### src/rtl/ldtu_hamm_tx_fifo_pkg.sv
// Shared constants and index helpers for the LiTe-DTU Hamming SEC TX/RX pair.
// Latency: none (types, constants and constant functions only).
// Backpressure: not applicable.
package ldtu_hamm_tx_fifo_pkg;

   // Payload and codeword widths; the RX decoder uses the same values.
   localparam int Nbits_32  = 32;
   localparam int Nbits_ham = 38;
   localparam int NParity   = 6;

   // Codeword indices that hold parity: 2^k - 1 for k = 0..5.
   localparam int ParityIdx [NParity] = '{0, 1, 3, 7, 15, 31};

   // A codeword position p (1-based) carries parity when p is a power of two.
   function automatic logic is_parity_pos(input int p);
      return (p > 0) && ((p & (p - 1)) == 0);
   endfunction

   // Codeword index of payload bit i. Payload bits fill the non-parity
   // positions in ascending order, which gives
   // d[0]->2, d[3:1]->6:4, d[10:4]->14:8, d[25:11]->30:16, d[31:26]->37:32.
   function automatic int data_idx(input int i);
      int cnt;
      int res;
      cnt = 0;
      res = 0;
      for (int p = 1; p <= Nbits_ham; p++) begin
         if (!is_parity_pos(p)) begin
            if (cnt == i) res = p - 1;
            cnt++;
         end
      end
      return res;
   endfunction

   // Codeword index of parity bit k.
   function automatic int parity_idx(input int k);
      return ParityIdx[k];
   endfunction

endpackage

### src/rtl/ldtu_hamm_tx_fifo_hamm_tx_encoder.sv
// Hamming SEC encoder: 32-bit payload to 38-bit codeword with 6 even-parity bits.
// Latency: purely combinational, zero cycles.
// Backpressure: none; output follows input every cycle.
module hamm_tx_encoder
   import ldtu_hamm_tx_fifo_pkg::*;
(
   input  logic [Nbits_32-1:0]  data_i,
   output logic [Nbits_ham-1:0] code_o
);

   logic [Nbits_ham-1:0] cw;
   logic                 par;

   // Scatter payload into data positions, then fill each parity bit with the
   // XOR of every position whose 1-based index has bit k set. Parity slots are
   // still zero while they are summed, so they do not disturb each other.
   always_comb begin
      cw  = '0;
      par = 1'b0;
      for (int i = 0; i < Nbits_32; i++) begin
         cw[6'(data_idx(i))] = data_i[5'(i)];
      end
      for (int k = 0; k < NParity; k++) begin
         par = 1'b0;
         for (int p = 1; p <= Nbits_ham; p++) begin
            if (((p >> k) & 1) == 1) par = par ^ cw[6'(p - 1)];
         end
         cw[6'(parity_idx(k))] = par;
      end
   end

   assign code_o = cw;

endmodule

### src/rtl/ldtu_hamm_tx_fifo.sv
// Hamming-encoding circular FIFO feeding the LiTe-DTU RX decoder.
// Latency: write to readable 1 cycle; read accept to data_ham_out/decode_signal 1 cycle.
// Backpressure: writes dropped when full (overflow pulse), reads ignored when empty.
module ldtu_hamm_tx_fifo
   import ldtu_hamm_tx_fifo_pkg::*;
#(
   parameter int FifoDepth = 16,
   parameter int AddrWidth = 4
) (
   input  logic                 CLK,
   input  logic                 reset,
   input  logic                 write_signal,
   input  logic [Nbits_32-1:0]  data_in,
   input  logic [5:0]           err_inject,
   input  logic                 read_signal,
   output logic [Nbits_ham-1:0] data_ham_out,
   output logic                 decode_signal,
   output logic                 full,
   output logic                 empty,
   output logic [AddrWidth:0]   usedw,
   output logic                 overflow
);

   localparam logic [AddrWidth-1:0] PtrOne   = AddrWidth'(1);
   localparam logic [AddrWidth:0]   CntOne   = (AddrWidth + 1)'(1);
   localparam logic [AddrWidth:0]   CntFull  = (AddrWidth + 1)'(FifoDepth);
   localparam logic [5:0]           InjMax   = 6'(Nbits_ham);
   localparam logic [Nbits_ham-1:0] CwOne    = Nbits_ham'(1);

   // Codeword storage; deliberately not reset.
   logic [FifoDepth-1:0][Nbits_ham-1:0] mem_q;

   logic [AddrWidth-1:0] wptr_q, wptr_d;
   logic [AddrWidth-1:0] rptr_q, rptr_d;
   logic [AddrWidth:0]   usedw_q, usedw_d;
   logic                 full_q, full_d;
   logic                 empty_q, empty_d;
   logic [Nbits_ham-1:0] dout_q, dout_d;
   logic                 dec_q, dec_d;
   logic                 ovf_q, ovf_d;

   logic                 wr_acc;
   logic                 rd_acc;
   logic [Nbits_ham-1:0] enc_code;
   logic [Nbits_ham-1:0] inj_mask;
   logic [Nbits_ham-1:0] wr_word;

   hamm_tx_encoder u_enc (
      .data_i (data_in),
      .code_o (enc_code)
   );

   // Optional single-bit fault: err_inject = k in 1..38 flips bit k-1,
   // anything else (0 or out of range) leaves the codeword intact.
   always_comb begin
      inj_mask = '0;
      if ((err_inject != 6'd0) && (err_inject <= InjMax)) begin
         inj_mask = CwOne << (err_inject - 6'd1);
      end
      wr_word = enc_code ^ inj_mask;
   end

   // Accept logic and next state. Occupancy flags come from usedw alone, so
   // the pointers may wrap freely.
   always_comb begin
      wr_acc  = write_signal && !full_q;
      rd_acc  = read_signal && !empty_q;
      wptr_d  = wptr_q;
      rptr_d  = rptr_q;
      usedw_d = usedw_q;
      dout_d  = dout_q;
      dec_d   = rd_acc;
      ovf_d   = write_signal && full_q;
      if (wr_acc) wptr_d = wptr_q + PtrOne;
      if (rd_acc) begin
         rptr_d = rptr_q + PtrOne;
         dout_d = mem_q[rptr_q];
      end
      case ({wr_acc, rd_acc})
         2'b10:   usedw_d = usedw_q + CntOne;
         2'b01:   usedw_d = usedw_q - CntOne;
         default: usedw_d = usedw_q;
      endcase
      full_d  = (usedw_d == CntFull);
      empty_d = (usedw_d == '0);
   end

   // Control and output registers with synchronous active-low reset.
   always_ff @(posedge CLK) begin
      if (!reset) begin
         wptr_q  <= '0;
         rptr_q  <= '0;
         usedw_q <= '0;
         full_q  <= 1'b0;
         empty_q <= 1'b1;
         dout_q  <= '0;
         dec_q   <= 1'b0;
         ovf_q   <= 1'b0;
      end else begin
         wptr_q  <= wptr_d;
         rptr_q  <= rptr_d;
         usedw_q <= usedw_d;
         full_q  <= full_d;
         empty_q <= empty_d;
         dout_q  <= dout_d;
         dec_q   <= dec_d;
         ovf_q   <= ovf_d;
      end
   end

   // Memory write port; a write coinciding with reset is discarded.
   always_ff @(posedge CLK) begin
      if (reset && wr_acc) mem_q[wptr_q] <= wr_word;
   end

   assign data_ham_out  = dout_q;
   assign decode_signal = dec_q;
   assign full          = full_q;
   assign empty         = empty_q;
   assign usedw         = usedw_q;
   assign overflow      = ovf_q;

endmodule

### config.mk
export PLATFORM = sky130hd
export DESIGN_NAME = ldtu_hamm_tx_fifo
export DESIGN_NICKNAME = d
export VERILOG_FILES = /design/src/rtl/ldtu_hamm_tx_fifo_pkg.sv /design/src/rtl/ldtu_hamm_tx_fifo_hamm_tx_encoder.sv /design/src/rtl/ldtu_hamm_tx_fifo.sv
export SDC_FILE = /design/constraint.sdc
export NUM_CORES = 1
export LEC_CHECK = 0
export CELL_PAD_IN_SITES_DETAIL_PLACEMENT = 1
export CELL_PAD_IN_SITES_GLOBAL_PLACEMENT = 1
export CORE_ASPECT_RATIO = 1.5
export CORE_MARGIN = 2
export CORE_UTILIZATION = 35
export DETAILED_ROUTE_END_ITERATION = 8
export HOLD_SLACK_MARGIN = 0.06
export PLACE_DENSITY = 0.63
export SETUP_SLACK_MARGIN = 0.5
export SKIP_LAST_GASP = 1
export SLEW_MARGIN = 10
export SYNTH_ARGS = -nofsm -noshare
export SYNTH_HDL_FRONTEND = slang
export SYNTH_SLANG_ARGS = --single-unit
### constraint.sdc
create_clock -name CLK -period 8.32 [get_ports CLK]
set_clock_uncertainty 0.1 [all_clocks]
set_input_delay 1.664 -clock CLK [delete_from_list [all_inputs] [get_ports CLK]]
set_output_delay 1.664 -clock CLK [all_outputs]
set_load 0.02 [all_outputs]
==> results.cfg <==
[cts]
count_of_instances_resized_after_the_clock_tree_is_built = 0
cts.hold.buffers_added = 0
clkLatencyLatePin_ns = 0.55
tritoncts = yes
clk_root_buffer_cell = clkbuf_16
numCtsBuffers = 44
cts.repair_timing.setup_buffer_count = 0
clkTransAtPathRegs_ns = 0.07
numClockSinks = 476
htree_levels = 2
cts.path.max_buffers = 3

[drt]
drc = 0
drt-wirelength-per-cell_um = 25.53
via_per_inst = 5.207
final_antenna_net_count = 0
detail_route.wirelength_um = 44550
vias = 9087
drtPass1Iterations = 5
drt_iter0_markers = 777

[power_and_ir_drop]
power_switching_share_pct = 23.48
power.sequential.fraction_pct = 50.5
fin_total_pwr_mw = 5.396
p_int_mw = 4.129
p_sw_mw = 1.267
total_leakage_power_nw = 6.588
power_density_mw_per_mm2 = 250.9
worst_ir_drop_vdd_v = 0.0001575
clkPwrFrac_pct = 37.0
share_of_total_power_in_combinational_logic_pct = 12.6

[sta]
max-slew-margin-rel_pct = 20.57
grt_setup_unrepaired = false
worst_setup_slack_final_ns = 4.082
layout_min_cycle_time_ns = 4.238
max_slew.worst_pin.slew_ns = 1.187
setup_viol = 0
timing.final.hold_violations = 0
layout_worst_path_cycle_share_pct = 50.93
final.setup.tns_ns = 0
timing_max_transition_violations_final = 0
achievable-frequency_mhz = 236.0

[run]
cap_viol_max_count = 0

[critical_path]
reg2reg_path_depth = 7
worstReg2RegStart = rptr_q[1]$_SDFFE_PN0P_
worst_ep_required_time_ns = 8.69
worstPathMaxFanout = 10
crit_type = in -> reg
worstSetupStartpointType = input port
ff2ff_setup_slack_ns = 5.20
end_kind = flop
worst-endpoint-arrival_ns = 4.61
crit_start = write_signal
r2r-end = data_ham_out[36]$_SDFFE_PN0P_

[die]
die_area_mm2 = 0.05502
core_region_area_mm2 = 0.05258
initial_core_utilization_pct = 35.36
ios = 89
floorplan.die.width_um = 192.2
die_h_um = 286.3
num_rows = 103

[synth]
synth_xor_area_share_pct = 1.225
share_of_synthesized_cell_area_in_full_adder_half_adder_and_majority_cells_pct = 0.6057
synth_top_family_by_area = multiplexers
synth_sequential_area_ratio_pct = 74.51
synthesis.area_per_instance_um2 = 19.67
synth.yosys.warnings = 0
synthMuxAreaShare_pct = 16.21
post_synth_inst_count = 945
ys_ff_latch = 476
synth_area_mm2 = 0.01859
async_flop_share_pct = 0
synth-compound-area-share_pct = 2.032
synth_edf_count = 432
synth-simple-area-share_pct = 3.500
synth-main-ff-cell = edfxtp_1
netlist-cell-type-count = 41

[global_routing]
global_route.usage.total_pct = 16.51
grt_max_degree = 86
grt_first_pass_wirelength_um = 65540
grt_antenna_before_repair = 6
grt_total_ovfl = 0
grt_pass1_vias = 10040

[run_status]
status = complete, no violations

[place]
dp_hpwl_um = 24300
globalplace.congestion = 0.7222
buffer_ports.inserted = 61
post_placement_setup_slack_ns = 3.452

[hold_path]
min_to = data_ham_out[10]$_SDFFE_PN0P_
min_delay_path_depth = 2
hold_path_class = reg -> reg
worstHoldStart = data_ham_out[10]$_SDFFE_PN0P_

[final_layout]
antenna_cells_inserted = 0
final_layout_size_suffix_gt1_share_pct = 20.88
areaGrowthSynthToFinish_pct = 15.70
final_util_pct = 40.91
final_nets = 1080
## per-stage QoR
stage / cells / area, µm² / hold WS, ns
after floorplan: 955 / 18630 / 0.4622
after global placement: 1665 / 20100 / 0.3667
after detailed placement: 1665 / 20100 / 0.3680
after CTS: 1745 / 21500 / 0.3883
after global routing: 1745 / 21510 / 0.4302
final: 1745 / 21510 / 0.3762
## sequential cells by signal, indices dropped and copies added, names as in the netlist
register / flops
data_ham_out: 27
empty: 1
overflow: 1
mem_q: 432
decode_signal: 1
full: 1
rptr_q: 4
wptr_q: 4
usedw: 5
## power by group through the flow
stage	clock network (mW)	logic (mW)	registers [mW]
2_1_floorplan	0	0.495	2.77
3_3_place_gp	0	0.687	2.78
3_5_place_dp	0	0.695	2.78
4_1_cts	2.03	0.698	2.73
5_1_grt	2.11	0.743	2.73
6_report	2.00	0.678	2.72
## critical path: stages
cell and delay [ns]:
clkdlybuf4s50_1 0.46, nor2b_1 0.58, inv_1 0.14, ha_1 0.34
xor2_1 0.19, ha_1 0.23, a21oi_1 0.18, mux2i_1 0.24
xor2_1 0.30, o211ai_1 0.14, a21oi_1 0.15
## how the worst max path moves through the flow
stage               slack [ns]  cells past startpoint              endpoint
floorplan                 3.65                      4  mem_q[114]$_DFFE_PP_
global placement          3.52                     11      empty$_SDFF_PN1_
detailed placement        3.45                     11      empty$_SDFF_PN1_
CTS                       4.02                     11      empty$_SDFF_PN1_
global route              3.72                     11      empty$_SDFF_PN1_
finish                    4.08                     11      empty$_SDFF_PN1_
## per-layer routing
metal  routed length, µm  vias up  GRT usage (%)
met4                 931       12          4.523
li1                    -     3933              -
met3                1934       70          3.021
met5                  72        -              0
met1               17390     4892          19.27
met2               24220      180          30.72
## area by class of cell
| cell class | instances | area, µm² |
|---|---|---|
| flip-flops and latches | 476 | 13860 |
| repair buffers | 89 | 833.3 |
| multi-input cells | 415 | 4543 |
| clock buffers | 60 | 1202 |
| inverters | 3 | 11.26 |
| fillers | 5061 | 31070 |
| clock inverters | 20 | 202.7 |
| well taps | 682 | 853.3 |
## logic make-up (layout without fill, tap and decap cells)
family                     Yosys count  count (layout)
AOI/OAI and AO/OA                   68              68
xor gates and xnor gates            26              26
adders and majority gates            9               9
buffers and inverters               64             172
DFF                                476             476
muxes                              166             166
other                                1              11
and+or+nand+nor                    135             135
## synthesized netlist by cell type, types with 2 or more instances
| cell type | number | area share, % |
|---|---|---|
| nor2_1 | 61 | 1.2 |
| xnor2_1 | 11 | 0.52 |
| inv_1 | 3 | 0.061 |
| edfxtp_1 | 432 | 70 |
| nor3_1 | 11 | 0.30 |
| dfxtp_1 | 44 | 4.7 |
| xor2_1 | 15 | 0.71 |
| nand3b_1 | 3 | 0.12 |
| buf_2 | 18 | 0.48 |
| buf_4 | 12 | 0.48 |
| nor2b_1 | 11 | 0.37 |
| o211ai_1 | 2 | 0.081 |
| and2_1 | 9 | 0.30 |
| buf_6 | 6 | 0.36 |
| clkbuf_1 | 22 | 0.44 |
| nand2b_1 | 6 | 0.20 |
| mux2i_1 | 58 | 3.1 |
| a21oi_1 | 30 | 0.81 |
| mux4_2 | 108 | 13 |
| nand4_1 | 6 | 0.20 |
| o21ai_1 | 27 | 0.73 |
| nand3_1 | 5 | 0.13 |
| o21ai_0 | 2 | 0.054 |
| nand2_1 | 15 | 0.30 |
| nor3b_1 | 2 | 0.081 |
| buf_1 | 3 | 0.061 |
| ha_1 | 9 | 0.61 |
## cells in the final DEF (no fill, tap or decap), types with 6 or more instances in the layout
cell type,instances
nand4_1,6
and2_1,9
clkbuf_16,45
dfxtp_1,41
nand2b_1,6
mux2i_1,58
xor2_1,15
clkdlybuf4s50_1,61
nor2b_1,10
o21ai_1,27
conb_1,11
nand2_1,15
nor2_4,12
mux4_2,108
ha_1,9
xnor2_1,10
edfxtp_1,432
a21oi_1,30
nor2_1,49
clkinv_2,8
clkbuf_1,13
nor3_1,7
buf_4,27
Power figures use the tool's default switching activity.
